--- src/rtl/sy_uart_pkg.sv ---
// Shared types and constants for the console UART transmit path.
package sy_uart_pkg;

    localparam int UART_DATA_BITS = 8;
    localparam int UART_DIV_W     = 16;

    typedef enum logic [2:0] {
        IDLE   = 3'd0,
        START  = 3'd1,
        DATA   = 3'd2,
        PARITY = 3'd3,
        STOP   = 3'd4
    } uart_tx_state_e;

    // Even parity: the returned bit makes the total count of ones even.
    function automatic logic even_parity(input logic [UART_DATA_BITS-1:0] d);
        return ^d;
    endfunction

endpackage

--- src/rtl/sy_uart_tx_if.sv ---
// Byte-write handshake between the MMIO decoder and the UART transmit stage.
interface sy_uart_tx_if;
    import sy_uart_pkg::*;

    logic                      wr_valid_i;
    logic [UART_DATA_BITS-1:0] wr_data_i;
    logic                      wr_ready_o;

    modport master (output wr_valid_i, output wr_data_i, input  wr_ready_o);
    modport slave  (input  wr_valid_i, input  wr_data_i, output wr_ready_o);

endinterface

--- src/rtl/sy_sync_fifo.sv ---
// Single-clock FIFO with occupancy count; power-of-two depth, no empty bypass.
module sy_sync_fifo #(
    parameter int WIDTH = 8,
    parameter int DEPTH = 16
) (
    input  logic                     clk_i,
    input  logic                     rst_i,
    input  logic                     i_push,
    input  logic                     i_pop,
    input  logic [WIDTH-1:0]         i_wdata,
    output logic [WIDTH-1:0]         o_rdata,
    output logic                     o_full,
    output logic                     o_empty,
    output logic [$clog2(DEPTH):0]   o_cnt
);

    localparam int            AW       = $clog2(DEPTH);
    localparam logic [AW:0]   FULL_CNT = (AW+1)'(DEPTH);

    logic [WIDTH-1:0] r_mem [DEPTH];
    logic [AW-1:0]    r_wr_ptr;
    logic [AW-1:0]    r_rd_ptr;
    logic [AW:0]      r_cnt;
    logic             w_do_push;
    logic             w_do_pop;

    assign o_full    = (r_cnt == FULL_CNT);
    assign o_empty   = (r_cnt == {(AW+1){1'b0}});
    assign o_cnt     = r_cnt;
    assign o_rdata   = r_mem[r_rd_ptr];
    assign w_do_push = i_push && !o_full;
    assign w_do_pop  = i_pop && !o_empty;

    // Storage array; contents are don't-care once the pointers are reset.
    always_ff @(posedge clk_i) begin
        if (w_do_push) begin
            r_mem[r_wr_ptr] <= i_wdata;
        end
    end

    // Pointers and occupancy.
    always_ff @(posedge clk_i or posedge rst_i) begin
        if (rst_i) begin
            r_wr_ptr <= {AW{1'b0}};
            r_rd_ptr <= {AW{1'b0}};
            r_cnt    <= {(AW+1){1'b0}};
        end else begin
            if (w_do_push) begin
                r_wr_ptr <= r_wr_ptr + AW'(1);
            end
            if (w_do_pop) begin
                r_rd_ptr <= r_rd_ptr + AW'(1);
            end
            case ({w_do_push, w_do_pop})
                2'b10:   r_cnt <= r_cnt + (AW+1)'(1);
                2'b01:   r_cnt <= r_cnt - (AW+1)'(1);
                default: r_cnt <= r_cnt;
            endcase
        end
    end

endmodule

--- src/rtl/sy_uart_tx.sv ---
// Console UART transmitter: byte FIFO, latched baud divider and frame FSM.
module sy_uart_tx
    import sy_uart_pkg::*;
#(
    parameter int FIFO_DEPTH = 16,
    parameter int PARITY_EN  = 0,
    parameter int STOP_BITS  = 1
) (
    input  logic                          clk_i,
    input  logic                          rst_i,
    sy_uart_tx_if.slave                   wr_if,
    input  logic [UART_DIV_W-1:0]         baud_div_i,
    output logic                          tx_o,
    output logic                          busy_o,
    output logic [$clog2(FIFO_DEPTH):0]   fifo_cnt_o,
    output logic                          tx_done_o
);

    localparam int         CNT_W    = $clog2(FIFO_DEPTH) + 1;
    localparam logic [2:0] S_IDLE   = 3'(IDLE);
    localparam logic [2:0] S_START  = 3'(START);
    localparam logic [2:0] S_DATA   = 3'(DATA);
    localparam logic [2:0] S_PARITY = 3'(PARITY);
    localparam logic [2:0] S_STOP   = 3'(STOP);

    logic [2:0]                r_state;
    logic [UART_DATA_BITS-1:0] r_shift;
    logic                      r_parity;
    logic [UART_DIV_W-1:0]     r_div;
    logic [UART_DIV_W-1:0]     r_bit_cnt;
    logic [2:0]                r_bit_idx;
    logic                      r_stop_idx;
    logic                      r_tx;
    logic                      r_tx_done;
    logic                      r_busy;

    logic                      w_push;
    logic                      w_pop;
    logic                      w_full;
    logic                      w_empty;
    logic [UART_DATA_BITS-1:0] w_rdata;
    logic [CNT_W-1:0]          w_cnt;
    logic                      w_bit_end;
    logic                      w_last_stop;
    logic [UART_DIV_W-1:0]     w_div_lat;

    assign w_push           = wr_if.wr_valid_i && !w_full;
    assign wr_if.wr_ready_o = !w_full;
    assign w_div_lat        = (baud_div_i == 16'd0) ? 16'd1 : baud_div_i;
    assign w_bit_end        = (r_bit_cnt == (r_div - 16'd1));
    assign w_last_stop      = (r_stop_idx == 1'(STOP_BITS - 1));

    assign tx_o       = r_tx;
    assign tx_done_o  = r_tx_done;
    assign busy_o     = r_busy;
    assign fifo_cnt_o = w_cnt;

    sy_sync_fifo #(
        .WIDTH (UART_DATA_BITS),
        .DEPTH (FIFO_DEPTH)
    ) u_fifo (
        .clk_i   (clk_i),
        .rst_i   (rst_i),
        .i_push  (w_push),
        .i_pop   (w_pop),
        .i_wdata (wr_if.wr_data_i),
        .o_rdata (w_rdata),
        .o_full  (w_full),
        .o_empty (w_empty),
        .o_cnt   (w_cnt)
    );

    // Pop when a new frame is loaded: from IDLE, or straight out of the last stop bit.
    always_comb begin
        w_pop = 1'b0;
        case (r_state)
            S_IDLE:  w_pop = !w_empty;
            S_STOP:  w_pop = w_bit_end && w_last_stop && !w_empty;
            default: w_pop = 1'b0;
        endcase
    end

    // Frame sequencer; tx is registered here so the line never glitches.
    always_ff @(posedge clk_i or posedge rst_i) begin
        if (rst_i) begin
            r_state    <= S_IDLE;
            r_shift    <= {UART_DATA_BITS{1'b0}};
            r_parity   <= 1'b0;
            r_div      <= 16'd1;
            r_bit_cnt  <= 16'd0;
            r_bit_idx  <= 3'd0;
            r_stop_idx <= 1'b0;
            r_tx       <= 1'b1;
            r_tx_done  <= 1'b0;
        end else begin
            r_tx_done <= 1'b0;
            case (r_state)
                S_IDLE: begin
                    r_tx <= 1'b1;
                    if (w_pop) begin
                        r_shift   <= w_rdata;
                        r_parity  <= even_parity(w_rdata);
                        r_div     <= w_div_lat;
                        r_bit_cnt <= 16'd0;
                        r_tx      <= 1'b0;
                        r_state   <= S_START;
                    end
                end
                S_START: begin
                    if (w_bit_end) begin
                        r_bit_cnt <= 16'd0;
                        r_bit_idx <= 3'd0;
                        r_tx      <= r_shift[0];
                        r_state   <= S_DATA;
                    end else begin
                        r_bit_cnt <= r_bit_cnt + 16'd1;
                    end
                end
                S_DATA: begin
                    if (w_bit_end) begin
                        r_bit_cnt <= 16'd0;
                        if (r_bit_idx == 3'd7) begin
                            r_stop_idx <= 1'b0;
                            if (PARITY_EN != 0) begin
                                r_tx    <= r_parity;
                                r_state <= S_PARITY;
                            end else begin
                                r_tx    <= 1'b1;
                                r_state <= S_STOP;
                            end
                        end else begin
                            r_bit_idx <= r_bit_idx + 3'd1;
                            r_shift   <= {1'b0, r_shift[UART_DATA_BITS-1:1]};
                            r_tx      <= r_shift[1];
                        end
                    end else begin
                        r_bit_cnt <= r_bit_cnt + 16'd1;
                    end
                end
                S_PARITY: begin
                    if (w_bit_end) begin
                        r_bit_cnt  <= 16'd0;
                        r_stop_idx <= 1'b0;
                        r_tx       <= 1'b1;
                        r_state    <= S_STOP;
                    end else begin
                        r_bit_cnt <= r_bit_cnt + 16'd1;
                    end
                end
                S_STOP: begin
                    if (w_bit_end) begin
                        r_bit_cnt <= 16'd0;
                        if (w_last_stop) begin
                            r_tx_done <= 1'b1;
                            if (w_pop) begin
                                r_shift  <= w_rdata;
                                r_parity <= even_parity(w_rdata);
                                r_div    <= w_div_lat;
                                r_tx     <= 1'b0;
                                r_state  <= S_START;
                            end else begin
                                r_tx    <= 1'b1;
                                r_state <= S_IDLE;
                            end
                        end else begin
                            r_stop_idx <= r_stop_idx + 1'b1;
                        end
                    end else begin
                        r_bit_cnt <= r_bit_cnt + 16'd1;
                    end
                end
                default: begin
                    r_tx    <= 1'b1;
                    r_state <= S_IDLE;
                end
            endcase
        end
    end

    // Busy lags the FSM by one cycle so it stays high through the final done pulse.
    always_ff @(posedge clk_i or posedge rst_i) begin
        if (rst_i) begin
            r_busy <= 1'b0;
        end else begin
            r_busy <= (r_state != S_IDLE) || (w_cnt != {CNT_W{1'b0}}) || w_push;
        end
    end

endmodule

--- src/flat_wrapper.sv ---
// flat-port wrapper written by rule: the top's interface ports become plain ports
module sy_uart_tx_flat import sy_uart_pkg::*;
#(
    parameter int FIFO_DEPTH = 16,
    parameter int PARITY_EN  = 0,
    parameter int STOP_BITS  = 1
)
  (clk_i, rst_i, baud_div_i, tx_o, busy_o, fifo_cnt_o, tx_done_o, wr_if_wr_valid_i, wr_if_wr_data_i, wr_if_wr_ready_o);
  sy_uart_tx_if wr_if_i ();
  input  logic clk_i;
  input  logic rst_i;
  input  logic [UART_DIV_W-1:0] baud_div_i;
  output logic tx_o;
  output logic busy_o;
  output logic [$clog2(FIFO_DEPTH):0] fifo_cnt_o;
  output logic tx_done_o;
  input wire logic [$bits(wr_if_i.wr_valid_i)-1:0] wr_if_wr_valid_i;
  input wire logic [$bits(wr_if_i.wr_data_i)-1:0] wr_if_wr_data_i;
  output wire logic [$bits(wr_if_i.wr_ready_o)-1:0] wr_if_wr_ready_o;
  assign wr_if_i.wr_valid_i = wr_if_wr_valid_i;
  assign wr_if_i.wr_data_i = wr_if_wr_data_i;
  assign wr_if_wr_ready_o = wr_if_i.wr_ready_o;
  sy_uart_tx #(.FIFO_DEPTH(FIFO_DEPTH), .PARITY_EN(PARITY_EN), .STOP_BITS(STOP_BITS)) u_core (.clk_i(clk_i), .rst_i(rst_i), .wr_if(wr_if_i), .baud_div_i(baud_div_i), .tx_o(tx_o), .busy_o(busy_o), .fifo_cnt_o(fifo_cnt_o), .tx_done_o(tx_done_o));
endmodule
--- config.mk ---
export PLATFORM = sky130hd
export DESIGN_NAME = sy_uart_tx_flat
export DESIGN_NICKNAME = d
export VERILOG_FILES = /design/src/rtl/sy_uart_pkg.sv /design/src/rtl/sy_uart_tx_if.sv /design/src/rtl/sy_sync_fifo.sv /design/src/rtl/sy_uart_tx.sv /design/src/flat_wrapper.sv
export SDC_FILE = /design/constraint.sdc
export NUM_CORES = 1
export LEC_CHECK = 0
export BUFFER_PORTS_ARGS = -buffer_cell sky130_fd_sc_hd__buf_4
export CAP_MARGIN = 0
export CORE_ASPECT_RATIO = 1.75
export CORE_MARGIN = 3
export CORE_UTILIZATION = 60
export DETAILED_ROUTE_END_ITERATION = 12
export GPL_ROUTABILITY_DRIVEN = 0
export PLACE_DENSITY = 0.78
export RECOVER_POWER = 25
export SETUP_SLACK_MARGIN = 0.5
export SYNTH_ARGS = -nofsm -noshare
export SYNTH_HDL_FRONTEND = slang
export SYNTH_SLANG_ARGS = --single-unit
--- constraint.sdc ---
create_clock -name clk_i -period 5.1 [get_ports clk_i]
set_input_delay 1.02 -clock clk_i [delete_from_list [all_inputs] [get_ports clk_i]]
set_output_delay 1.02 -clock clk_i [all_outputs]
set_load 0.1 [all_outputs]
# --- Word level (Yosys, flattened, before mapping) ---
# Memories as Yosys holds them, arrays and structs flattened.
# Cells that the tools add are included.
classes:
  n_eq_ne: 17
  bitwise_logic: 1
  reduce_logical: 28
  muxes: 48
  add_sub_neg: 8
op_table:
  columns: ["op", "count"]
  rows:
  - ["16-bit 2-to-1 mux", 6]
  - ["16-bit one-hot mux with 2 select lines", 2]
  - ["8-bit 2-to-1 mux", 5]
  - ["3-bit 2-to-1 mux", 10]
  - ["8-bit one-hot mux with 3 select lines", 1]
  - ["1-bit 2-to-1 mux", 18]
  - ["16-bit by 1-bit adder with 16-bit output (second input constant)", 1]
  - ["16-bit == test", 1]
  - ["16-bit logical NOT", 1]
  - ["16-bit by 1-bit subtractor with 16-bit output (second input constant)", 1]
  - ["3-bit one-hot mux with 5 select lines", 1]
  - ["5-bit AND reduction", 3]
  - ["2-bit by 1-bit != test with 1-bit output (second input constant)", 5]
  - ["5-bit one-hot mux with 2 select lines", 1]
  - ["3-bit nonzero test", 3]
  - ["4-bit by 1-bit adder with 4-bit output (second input constant)", 2]
  - ["2-bit nonzero test", 4]
  - ["7-bit AND reduction", 1]
  - ["3-bit by 2-bit == test with 1-bit output (second input constant)", 2]
  - ["3-bit == test (second input constant)", 2]
  - ["2-bit != test (second input constant)", 3]
  - ["3-bit one-hot mux with 2 select lines", 1]
  - ["5-bit by 1-bit adder with 5-bit output (second input constant)", 1]
  - ["5-bit == test (second input constant)", 1]
  - ["20 further kinds", 26]
totals:
  inputBits: 27
  wordCells: 115
  out_inout_bits: 9
  mem_bits_rw: 128
  regBits: 63
  memories: 1
mem_list:
  columns: ["memory", "words", "width", "read_ports", "rd_clocked_by_memory_dff", "write_ports", "line_no", "rtl"]
  rows:
  - ["u_core.u_fifo.r_mem", 16, 8, 1, 0, 1, "sy_sync_fifo.sv:20", "logic [WIDTH-1:0] r_mem [DEPTH];"]

# --- Logic depth before layout (Yosys ltp) ---
logic_depth:
  depth_word: 9
  mapped_depth: 19
  depth_no_buf: 17

# --- By module ---
# A second synthesis with hierarchy kept.
hier_totals:
  cells_unflattened: 627
  area_unflattened_um2: 8763.4
by_module_without_submodules:
  columns: ["mod", "instances", "seq_area_each_um2", "area_per_inst_um2", "cells_each"]
  rows:
  - ["sy_sync_fifo", 1, 4169.0, 5796.8, 333]
  - ["sy_uart_tx", 1, 1228.7, 2966.6, 294]

# --- Least setup slack after synthesis ---
# No wires, ideal clock.
synth_timing:
  path_kind: "flip-flop to flip-flop"
  from: "reg u_core.r_div[0]"
  to: "reg u_core.u_fifo.r_cnt[4], in the netlist u_core.u_fifo.o_cnt[4]"
  t_arrival_ns: 3.822
  slack_ns: 1.115
  stages_incl_launch_ff: 20
  synth_period_minus_slack_ns: 3.985
  required_time_ns: 4.937
  n_path_buf: 2
  setup_ns: 0.163
  cell_sequence: "dfstp_2 inv_1 ha_1 nor4b_2 a311o_1 a41oi_1 a41oi_1 nor4_2 o21a_1 buf_2 buf_2 ha_1 inv_1 fa_1 inv_1 a21o_1 a21oi_1 xnor2_1 nor2_1 xor2_1"
synth_via:
  elab_chain_cells: 8
  elab_cells_between_ends: 10
  cone_classes: "add/sub (1); eq/ne (3); mux (2); reduce/logical (4)"
synth_lines:
  columns: ["item", "line_no", "rtl"]
  rows:
  - ["start: declaration", "sy_uart_tx.sv:29", "logic [UART_DIV_W-1:0] r_div;"]
  - ["start signal: assignment", "sy_uart_tx.sv:103", "r_div <= w_div_lat;"]
  - ["start signal: assignment", "sy_uart_tx.sv:158", "r_div <= w_div_lat;"]
  - ["16-bit by 1-bit subtractor with 16-bit output *", "sy_uart_tx.sv:50", "assign w_bit_end = (r_bit_cnt == (r_div - 16'd1));"]
  - ["16-bit == test *", "sy_uart_tx.sv:50", null]
  - ["1-bit logical AND * (2 in series)", "sy_uart_tx.sv:78", "S_STOP: w_pop = w_bit_end && w_last_stop && !w_empty;"]
  - ["1-bit one-hot mux with 2 select lines *", "sy_uart_tx.sv:76", "case (r_state)"]
  - ["1-bit logical AND *", "sy_sync_fifo.sv:32", "assign w_do_pop = i_pop && !o_empty;"]
  - ["via u_core.u_fifo.w_do_pop", "sy_sync_fifo.sv:25", "logic w_do_pop;"]
  - ["2-bit by 1-bit == test with 1-bit output / 2-bit == test (equally long branches)", "sy_sync_fifo.sv:54", "case ({w_do_push, w_do_pop})"]
  - ["5-bit one-hot mux with 2 select lines / 2-bit nonzero test (equally long branches)", null, null]
  - ["end signal: assignment", "sy_sync_fifo.sv:55", "2'b10: r_cnt <= r_cnt + (AW+1)'(1);"]
  - ["end signal: assignment", "sy_sync_fifo.sv:56", "2'b01: r_cnt <= r_cnt - (AW+1)'(1);"]
  - ["end signal: assignment", "sy_sync_fifo.sv:57", "default: r_cnt <= r_cnt;"]
  - ["end: declaration", "sy_sync_fifo.sv:23", "logic [AW:0] r_cnt;"]
# Mark *: on every way through the listed nets, which the timed path passes. The rest lies on a longest branch.
# A chain may end at the register's enable or synchronous reset.

# --- Worst setup path in the final report ---
layout_timing:
  from: "reg u_core.r_div[0]"
  to: "reg u_core.u_fifo.r_cnt[4], in the netlist u_core.u_fifo.o_cnt[4]"
layout_via:
  elab_chain_cells: 8
  elab_cells_between_ends: 10
  cone_classes: "add/sub (1); eq/ne (3); mux (2); reduce/logical (4)"
layout_lines:
  columns: ["item", "line_no"]
  rows:
  - ["16-bit by 1-bit subtractor with 16-bit output *", "sy_uart_tx.sv:50"]
  - ["16-bit == test *", "sy_uart_tx.sv:50"]
  - ["1-bit logical AND * (2 in series)", "sy_uart_tx.sv:78"]
  - ["1-bit one-hot mux with 2 select lines *", "sy_uart_tx.sv:76"]
  - ["1-bit logical AND *", "sy_sync_fifo.sv:32"]
  - ["2-bit by 1-bit == test with 1-bit output / 2-bit == test (equally long branches)", "sy_sync_fifo.sv:54"]
  - ["5-bit one-hot mux with 2 select lines / 2-bit nonzero test (equally long branches)", null]
# Every way passes the cells marked *; elsewhere a longest branch is shown, timed or not.

==> reports/qor.txt <==
CP Capture Type: register
drt pass-1 iters: 5
fmax: 253 MHz
reg2reg setup slack: 1.15 ns
Ys Warns: 0
first-pass GRT wire length: 29.1 mm
PwrDens: 406 nW/um^2
1st-iter DRT viols: 240
ANT nets after route: 0
total core area: 14000 sq um
setup bufs post-CTS: 0
setup TNS: 0 ns
Least-Margin Pin Slew: 1.02 ns
peak supply drop: 242 uV
family with the most delay on the worst path: compound AO/OA/AOI/OAI gates
dominant synthesized flop cell: edfxtp_1
TritonCTS clock tree: yes
DRC viols: 0
Min Hold Slack: 0.516 ns
boundary pin count: 36
initial antenna violation count: 0
Fin Clk Skew: 0.0152 ns
Die Span Y: 165 microns
worst path cell trace: inv_1, ha_1, nor4b_2, a311o_1, a41oi_1, a41oi_1, nor4_2, buf_4, o21a_1, ha_1, inv_1, fa_1, inv_1, a21o_1, a21oi_1, xnor2_1, nor2_1, xor2_1
width of the chip: 96.6 microns
Core Rows: 57
htree depth: 4
fill count: 929
top-area cell type share of the netlist area: 44.6%
max-cap violations: 0
syn_area_per_cell: 14.6 sq um
Critical Path Start: u_core.r_div[0]
root buffer cell: clkbuf_16
Leakage: 0.00356 uW
Reg area: 5400 sq um
post-CTS resize count: 0
Nets: 665
initial core utilization: 61.6%
status: finished, final reports clean
CTS buffer count: 17
Startpoint Class: register
Cell variety after synth: 63
Bufs and invs on worst path: 4
Synth area leaders: edfxtp_1, dfrtp_1, mux4_2
clk_lat worst skew: 0.44 ns
#FFs+latches synth: 190
Syn Std Cell Area: 8620 sq um
CTS hold repair buffers: 0
RR Startpoint: u_core.r_div[0]
gr ovfl total: 0
DP HPWL: 12.9 mm
Yosys top cell by area: edfxtp_1
die area: 15900 sq um
I/O Buffers: 35
Final Hold Fails: 0
fraction of the cycle the final worst path needs: 77.4%
Max-slew headroom: 31.6%
syn_nets: 632
Max Transition Viols Final: 0
Final min period: 3.95 ns
unrepaired setup endpoints after global routing: no
area of the multi-input gates: 3050 sq um
Reg2Reg Depth: 18
routed wire length per instance: 22.7 microns
CTS Sinks: 190
WP depth: 18
CP max FO: 15
CP Class: reg -> reg
final setup fails: 0
synthesis-to-layout area growth: 12.0%
Clock Path Buffers: 2
critical path arrival: 4.31 ns
vias after detailed routing: 5132
Post-synth ARST share: 32.6%
Setup crit end: u_core.u_fifo.o_cnt[4]
Total GRT Usage: 25.3%
worst hold-check path type: reg -> reg
CP Data Required Time: 5.46 ns
Most Frequent Cell on Critical Path: inv_1
ant diodes: 0
Max stage delay cell, worst path: dfstp_2
Post-synth EDFFs: 128
R2R Path End: u_core.u_fifo.o_cnt[4]
layout cells sized above 1: 20.7%
vias in the first global route: 5438
Total Wirelength: 18.4 mm
delay of the slowest critical-path stage: 0.57 ns
clock-pin slew on the worst setup and hold paths: 0.08 ns
via/cell ratio: 6.30
largest net degree at the start of global routing: 63
register area share after synthesis: 62.6%
Syn Inst Count: 591
==> flip-flops by register name, indices dropped and copies added, names as in the netlist <==
| register | cells |
|---|---|
| u_core.busy_o | 1 |
| u_core.r_bit_cnt | 16 |
| u_core.r_bit_idx | 3 |
| u_core.r_div | 16 |
| u_core.r_shift | 8 |
| u_core.r_state | 3 |
| u_core.tx_done_o | 1 |
| u_core.tx_o | 1 |
| u_core.u_fifo.o_cnt | 5 |
| u_core.u_fifo.r_mem | 128 |
| u_core.u_fifo.r_rd_ptr | 4 |
| u_core.u_fifo.r_wr_ptr | 4 |
==> cells by family after synthesis <==
| group | Yosys count | synth area share, % |
|---|---|---|
| buf+inv | 43 | 1.93 |
| compound gates | 89 | 7.09 |
| simple gates | 161 | 10.2 |
| xor+xnor | 31 | 3.15 |
| mux | 63 | 12.8 |
| fa+ha+maj | 14 | 2.12 |
| flops | 190 | 62.6 |
==> report_power, final <==
| group | leakage, uW | internal, uW | total [uW] | switching, uW |
|---|---|---|---|---|
| combinational | 0.00134 | 203 | 614 | 410 |
| clock | 0.000301 | 677 | 1350 | 674 |
| sequential | 0.00192 | 1820 | 1950 | 138 |
==> Yosys cell counts (3+ instances only) <==
library cell / number
a211oi_1: 8
a21o_1: 12
a21oi_1: 12
a31oi_1: 3
a41oi_1: 3
and3_1: 12
buf_1: 5
buf_2: 4
clkbuf_1: 21
dfrtp_1: 60
edfxtp_1: 128
ha_1: 13
inv_1: 13
mux2_1: 14
mux2_2: 8
mux2_4: 7
mux4_2: 33
nand2_1: 30
nand2b_1: 6
nand3_1: 8
nand4_1: 9
nor2_1: 36
nor2b_1: 9
nor3_1: 15
nor3b_1: 7
nor4_1: 5
nor4_2: 3
o211ai_1: 4
o21a_1: 4
o21ai_0: 8
o21ai_1: 13
o22ai_1: 7
or2_2: 3
or3_1: 4
or4b_1: 3
xnor2_1: 23
xor2_1: 8
==> per-stage QoR <==
stage / area [sq um] / setup WS (ns) / instances / total power, uW / utilization, %
floorplan: 8620 / 1.12 / 591 / 2400 / -
global placement: 9050 / 1.33 / 782 / 2570 / 64.8
detailed placement: 9050 / 1.16 / 782 / 2600 / 64.8
CTS: 9680 / 1.14 / 814 / 3950 / 69.2
global route: 9650 / 0.892 / 814 / 4070 / 69.0
finish: 9650 / 1.15 / 814 / 3920 / 69.0
==> area by class of cell <==
class / count / area share [%]
clock inverters: 15 / 2.06
well taps: 177 / 2.30
clock buffers: 17 / 4.41
inverters: 13 / 0.506
repair buffers: 44 / 3.11
flip-flops and latches: 190 / 56.0
multi-input cells: 358 / 31.6
==> tightest hold or removal path: stages (launching register included) <==
cell     delay (ns)
dfrtp_1        0.36
nand2_1        0.05
o21ai_0        0.07
==> worst min path at each step <==
stage / start / endpoint / slack [ns] / cells past startpoint
2_1_floorplan: u_core.r_bit_idx[1] / u_core.r_bit_idx[1] / 0.45 / 2
3_3_place_gp: u_core.r_bit_idx[1] / u_core.r_bit_idx[1] / 0.47 / 2
3_5_place_dp: u_core.r_bit_idx[2] / u_core.r_bit_idx[2] / 0.49 / 2
4_1_cts: u_core.r_bit_idx[2] / u_core.r_bit_idx[2] / 0.52 / 2
5_1_grt: u_core.tx_o / u_core.tx_o / 0.55 / 1
6_report: u_core.r_bit_idx[2] / u_core.r_bit_idx[2] / 0.52 / 2
==> placed cells by master (no fill, tap or decap), types with 14 or more instances in the layout <==
master / Yosys / layout
xnor2_1: 23 / 23
nand2_1: 30 / 30
clkbuf_16: 0 / 17
mux2_1: 14 / 14
dfrtp_1: 60 / 59
nor3_1: 15 / 15
nor2_1: 36 / 36
buf_4: 0 / 36
mux4_2: 33 / 33
edfxtp_1: 128 / 128
==> metal layers <==
layer | track usage, % | vias to the layer above | wire (microns)
li1 | - | 2336 | -
met1 | 26.6 | 2649 | 6450
met4 | 11.0 | 0 | 678
met3 | 5.65 | 40 | 441
met2 | 46.8 | 107 | 10900
met5 | 0 | - | 0
Power figures use the tool's default switching activity.
